==> src/rtl/serial_word_deserializer.sv <==
// serial_word_deserializer: collects WIDTH serial bits into a word with a valid/ready output.
// Optional even-parity bit after the data bits when PARITY_CHECK_EN is defined.
//
// Ports:
//   CLK, RST        clock, synchronous active-high reset
//   START           begins or restarts a word (same-cycle BIT_VALID becomes bit 0)
//   SER_DATA        serial bit, sampled when BIT_VALID=1
//   BIT_VALID       one bit per high cycle
//   D_OUT           assembled word, stable while OUT_VALID=1
//   OUT_VALID       word available (HOLD state)
//   OUT_READY       consumer accepts word when OUT_VALID and OUT_READY are high
//   BUSY            high while shifting data (or waiting for the parity bit)
//   BIT_CNT         data bits received in the current word
//   OVERRUN         sticky: a bit or START arrived in HOLD without a handshake
//   PARITY_ERR      parity result, meaningful only while OUT_VALID=1 (0 without PARITY_CHECK_EN)
module serial_word_deserializer #(
    parameter int WIDTH     = 4,
    parameter bit LSB_FIRST = 1'b1
) (
    input  logic                       CLK,
    input  logic                       RST,
    input  logic                       START,
    input  logic                       SER_DATA,
    input  logic                       BIT_VALID,
    output logic [WIDTH-1:0]           D_OUT,
    output logic                       OUT_VALID,
    input  logic                       OUT_READY,
    output logic                       BUSY,
    output logic [$clog2(WIDTH+1)-1:0] BIT_CNT,
    output logic                       OVERRUN,
    output logic                       PARITY_ERR
);

    localparam int CW = $clog2(WIDTH+1);

    localparam logic [1:0] S_IDLE  = 2'd0;
    localparam logic [1:0] S_SHIFT = 2'd1;
    localparam logic [1:0] S_HOLD  = 2'd3;
`ifdef PARITY_CHECK_EN
    localparam logic [1:0] S_PAR   = 2'd2;
    localparam logic [1:0] S_DONE  = S_PAR;
`else
    localparam logic [1:0] S_DONE  = S_HOLD;
`endif

    localparam logic [CW-1:0] CNT_LAST = CW'(WIDTH-1);

    logic [1:0]       state_q, state_d;
    logic [WIDTH-1:0] sreg_q, sreg_d;
    logic [WIDTH-1:0] dout_q, dout_d;
    logic [CW-1:0]    cnt_q, cnt_d;
    logic             ovr_q, ovr_d;
    logic             perr_q, perr_d;
    logic             restart;
    logic [WIDTH-1:0] shifted;

    // LSB_FIRST shifts right so the first bit ends in [0];
    // otherwise shift left so the first bit ends in [WIDTH-1].
    function automatic logic [WIDTH-1:0] shift_in(
        input logic [WIDTH-1:0] r,
        input logic             b
    );
        if (LSB_FIRST) begin
            return {b, r[WIDTH-1:1]};
        end else begin
            return {r[WIDTH-2:0], b};
        end
    endfunction

    // START restarts everywhere except in HOLD, where it only
    // counts when it coincides with the handshake.
    assign restart = START && ((state_q != S_HOLD) || OUT_READY);
    assign shifted = shift_in(sreg_q, SER_DATA);

    always_comb begin
        state_d = state_q;
        sreg_d  = sreg_q;
        dout_d  = dout_q;
        cnt_d   = cnt_q;
        ovr_d   = ovr_q;
        perr_d  = perr_q;

        if (restart) begin
            state_d = S_SHIFT;
            sreg_d  = BIT_VALID ? shift_in('0, SER_DATA) : '0;
            cnt_d   = {{(CW-1){1'b0}}, BIT_VALID};
            perr_d  = 1'b0;
        end else begin
            unique case (state_q)
                S_IDLE: begin
                end
                S_SHIFT: begin
                    if (BIT_VALID) begin
                        sreg_d = shifted;
                        cnt_d  = cnt_q + CW'(1);
                        if (cnt_q == CNT_LAST) begin
                            dout_d  = shifted;
                            state_d = S_DONE;
                        end
                    end
                end
`ifdef PARITY_CHECK_EN
                S_PAR: begin
                    if (BIT_VALID) begin
                        perr_d  = (^dout_q) ^ SER_DATA;
                        state_d = S_HOLD;
                    end
                end
`endif
                S_HOLD: begin
                    if (OUT_READY) begin
                        state_d = S_IDLE;
                        cnt_d   = '0;
                        perr_d  = 1'b0;
                    end else if (BIT_VALID || START) begin
                        ovr_d = 1'b1;
                    end
                end
                default: begin
                    state_d = S_IDLE;
                end
            endcase
        end
    end

    always_ff @(posedge CLK) begin
        if (RST) begin
            state_q <= S_IDLE;
            sreg_q  <= '0;
            dout_q  <= '0;
            cnt_q   <= '0;
            ovr_q   <= 1'b0;
            perr_q  <= 1'b0;
        end else begin
            state_q <= state_d;
            sreg_q  <= sreg_d;
            dout_q  <= dout_d;
            cnt_q   <= cnt_d;
            ovr_q   <= ovr_d;
            perr_q  <= perr_d;
        end
    end

    assign D_OUT     = dout_q;
    assign OUT_VALID = (state_q == S_HOLD);
    assign BIT_CNT   = cnt_q;
    assign OVERRUN   = ovr_q;
`ifdef PARITY_CHECK_EN
    assign BUSY       = (state_q == S_SHIFT) || (state_q == S_PAR);
    assign PARITY_ERR = perr_q;
`else
    assign BUSY       = (state_q == S_SHIFT);
    assign PARITY_ERR = 1'b0;
    logic unused_perr;
    assign unused_perr = perr_q;
`endif

endmodule

==> config.mk <==
export PLATFORM = sky130hd
export DESIGN_NAME = serial_word_deserializer
export DESIGN_NICKNAME = d
export VERILOG_FILES = /design/src/rtl/serial_word_deserializer.sv
export SDC_FILE = /design/constraint.sdc
export NUM_CORES = 1
export LEC_CHECK = 0
export ABC_AREA = 1
export CAP_MARGIN = 15
export CORE_UTILIZATION = 30
export CTS_BUF_LIST = sky130_fd_sc_hd__clkbuf_4 sky130_fd_sc_hd__clkbuf_8 sky130_fd_sc_hd__clkbuf_16
export CTS_CLUSTER_SIZE = 12
export DETAILED_ROUTE_END_ITERATION = 10
export SLEW_MARGIN = 20
export SYNTH_ARGS = -nofsm -noshare
export SYNTH_HDL_FRONTEND = slang
export SYNTH_SLANG_ARGS = --single-unit
==> constraint.sdc <==
create_clock -name CLK -period 1.3 [get_ports CLK]
set_input_delay 0.195 -clock CLK [delete_from_list [all_inputs] [get_ports CLK]]
set_output_delay 0.195 -clock CLK [all_outputs]
set_load 0.05 [all_outputs]
==> PnR_summary.wiki <==
{| class="wikitable"
! Metric !! Value
|-
| Outcome || complete, no violations
|-
| Clock period minus final worst setup slack || 1.24 ns
|-
| Total global routing track utilization || 0.149
|-
| Antenna diode count || 0
|-
| Max Root-Sink Buffers || 2
|-
| Net count after synthesis || 93
|-
| Crit path DAT || 1.05 ns
|-
| Area of the mapped netlist || about 600 um2
|-
| Max H-tree Level || 1
|-
| Critical path startpoint category || flip-flop
|-
| Core Box Area || 1800 um2
|-
| Share of the synthesized netlist area taken by xor and xnor gates || 0
|-
| Setup repair after global routing missed its margin || yes
|-
| Initial antenna violation count || 0
|-
| Type of the setup path with the least slack || reg -> out
|-
| Synthesized-area fraction occupied by and/or/nand/nor cells || 0.346
|-
| Pin count of the biggest net entering global routing || 9
|-
| Max rail drop VDD || 551 uV
|-
| Flip-flop and latch count after synthesis || 13
|-
| Worst endpoint required time || about 1.1 ns
|-
| Detailed Route Iter0 Violations || 9
|-
| CTS tree || built
|-
| Via count || roughly 620
|-
| Share of the synthesized area in compound gates (AO/OA/AOI/OAI) || 0.101
|-
| Height of the die || about 47 um
|-
| Clk slew on worst S/H paths || about 0.08 ns
|-
| Number of endpoints failing setup at the final stage || 0
|-
| Hpwl dp || 1060 um
|-
| Die boundary width || about 47 um
|-
| Leakage power of the design || 0.416 nW
|-
| DRC || 0
|-
| Post-synthesis cell count || 85
|-
| Cell area after placement || 947 um2
|-
| Final hold violation count || 0
|-
| Maximum clock frequency || 805 MHz
|-
| Unique cell type count in the Yosys netlist || 14
|-
| Worst-path cell with the longest stage delay || dfxtp_2
|-
| Io pins || 17
|-
| Weighted congestion at the end of routability-driven global placement || ~0.83
|-
| GRT Residual Overflow || 0
|-
| CTS Root Cell || clkbuf_4
|-
| Number of hold buffers added after cts || 0
|-
| Total clock buffers created by CTS || 3
|-
| First-pass GRT wire length || 2300 um
|-
| Power density over cell area || roughly 800 nW/um2
|-
| Max stage delay on crit path || ~0.38 ns
|-
| Worst min path class || reg -> reg
|-
| Via/cell ratio || 4.63
|-
| Portion of the clock cycle consumed by the worst path in the final layout || 0.956
|-
| Most frequent cells in the layout || 17 x nand2_1, 11 x nor2_1, 10 x a21oi_1, 10 x buf_12, 9 x inv_1
|-
| Most common library cell in the layout ignoring fill and taps || nand2_1
|-
| Post-route antenna net violation count || 0
|-
| Cell area after layout || 1010 um2
|-
| Share of layout cells above drive strength 1 || 0.333
|-
| Seq/Total Area, Yosys || 0.436
|-
| Row Count || 15
|-
| Full die area || 2170 um2
|-
| Worst Skew || 0.00316 ns
|-
| Count of buffers from port buffering || 15
|-
| Dominant combinational cell family by area after synthesis || simple AND/OR/NAND/NOR gates
|-
| Worst-path cell chain || inv_1, nor2_4, buf_12
|-
| Synth-to-Final Area Change || 69.0%
|-
| Aggregate negative setup slack || 0 ns
|-
| Max_cap viols || 0
|-
| Endpoint type of the worst setup path || output port
|-
| Starting Density || 0.331
|-
| Vias in the first global route || between 500 and 600
|-
| Number of sinks on the clock net || 13
|-
| First-pass iteration count of the detailed router || 4
|-
| Critical path fanouts, max || 5
|-
| Arithmetic-cell share of the synthesized area counting full adders, half adders and majority gates || 0.0419
|-
| Avg WL per Cell || 10.0 um
|-
| Number of nets in the layout || 117
|-
| Max Transition Viols Final || 0
|-
| Synth Area per Inst || around 7 um2
|-
| Multiplexer share of the synthesized area || 0
|-
| Warning count from the yosys run || 0
|-
| Later-pin clock latency in the skew report || 0.27 ns
|-
| DRT Wirelength || 1330 um
|}
-- cell families after synthesis --
logic type / after synthesis
adder cells (fa/ha/maj): 2
buffers and inverters: 10
AO/OA/AOI/OAI: 12
AND/OR/NAND/NOR: 47
flip-flops: 13
other: 1
-- routing by layer --
metal / GRT usage / part of all wire / wire (um)
met1: 0.201 / 0.48 / 633
met2: 0.233 / 0.48 / 641
met3: 0.0157 / 0.035 / 46
met4: 0.0706 / 0.0060 / 8
met5: 0 / 0 / 0
-- registers in the layout, indices dropped and copies added (netlist names) --
register  cells
OVERRUN       1
sreg_q        3
D_OUT         4
BIT_CNT       3
state_q       2
-- synthesized netlist by cell type --
master	count	area, um2
nand3_1	10	50.1
conb_1	1	3.75
nor2_1	12	45.0
inv_1	9	33.8
a21oi_1	11	55.1
nand4_1	1	6.26
o21ai_0	1	5.00
nand2_2	2	12.5
nand2_1	20	75.1
buf_4	1	7.51
or2_1	1	6.26
nor2_4	1	11.3
ha_1	2	25.0
dfxtp_1	13	260
-- repair_timing --
item                       in CTS  in global routing
pin swaps                       0                  1
hold endpoints to repair        0                  0
resized for setup               2                  6
setup endpoints to repair       2                  4
buffers inserted                0                  0
cloned                          0                  0
-- critical path, delay by kind of cell (launching register included) --
family | cells | cell delay [ns]
buffers and inverters | 2 | 0.25
AND/OR/NAND/NOR | 1 | 0.16
flip-flops | 1 | 0.38
-- through the flow --
stage               power [mW]  hold WS, ns  setup slack (ns)   util  std cells
CTS                      0.820        0.478            0.0258  0.544        133
finish                   0.820        0.478            0.0570  0.560        133
detailed placement       0.558        0.465           -0.0789  0.526        129
global placement         0.556        0.458           -0.0427  0.526        129
floorplan                0.491        0.264           0.00532      -         85
global route             0.849        0.502          -0.00569  0.560        133
-- final cells by class --
type	instances	area, um2
Tap cell	25	31.3
Sequential cell	13	272
Clock buffer	4	30.0
Fill cell	177	793
Inverter	9	33.8
Timing Repair Buffer	20	288
Multi-Input combinational cell	62	354
-- where the power goes --
group / switching, mW / internal, mW / leakage (nW) / total [mW]
Sequential: 0.00886 / 0.404 / 0.108 / 0.413
Combinational: 0.0776 / 0.0592 / 0.290 / 0.137
Clock: 0.131 / 0.140 / 0.0184 / 0.270
-- path summary, 6_finish.rpt --
path | slack (ns) | end | depth (start not counted) | from
worst max register to register | 0.09 | D_OUT[3]$_SDFFE_PP0P_ | 6 | BIT_CNT[0]$_SDFFE_PP0P_
worst min-delay path | 0.48 | sreg_q[1]$_SDFFE_PP0P_ | 2 | sreg_q[1]$_SDFFE_PP0P_
worst max-delay path | 0.06 | BUSY | 3 | state_q[0]$_SDFFE_PP0P_
worst min register to register | 0.48 | sreg_q[1]$_SDFFE_PP0P_ | 2 | sreg_q[1]$_SDFFE_PP0P_
Note: power is estimated with default switching activity, not from simulation.
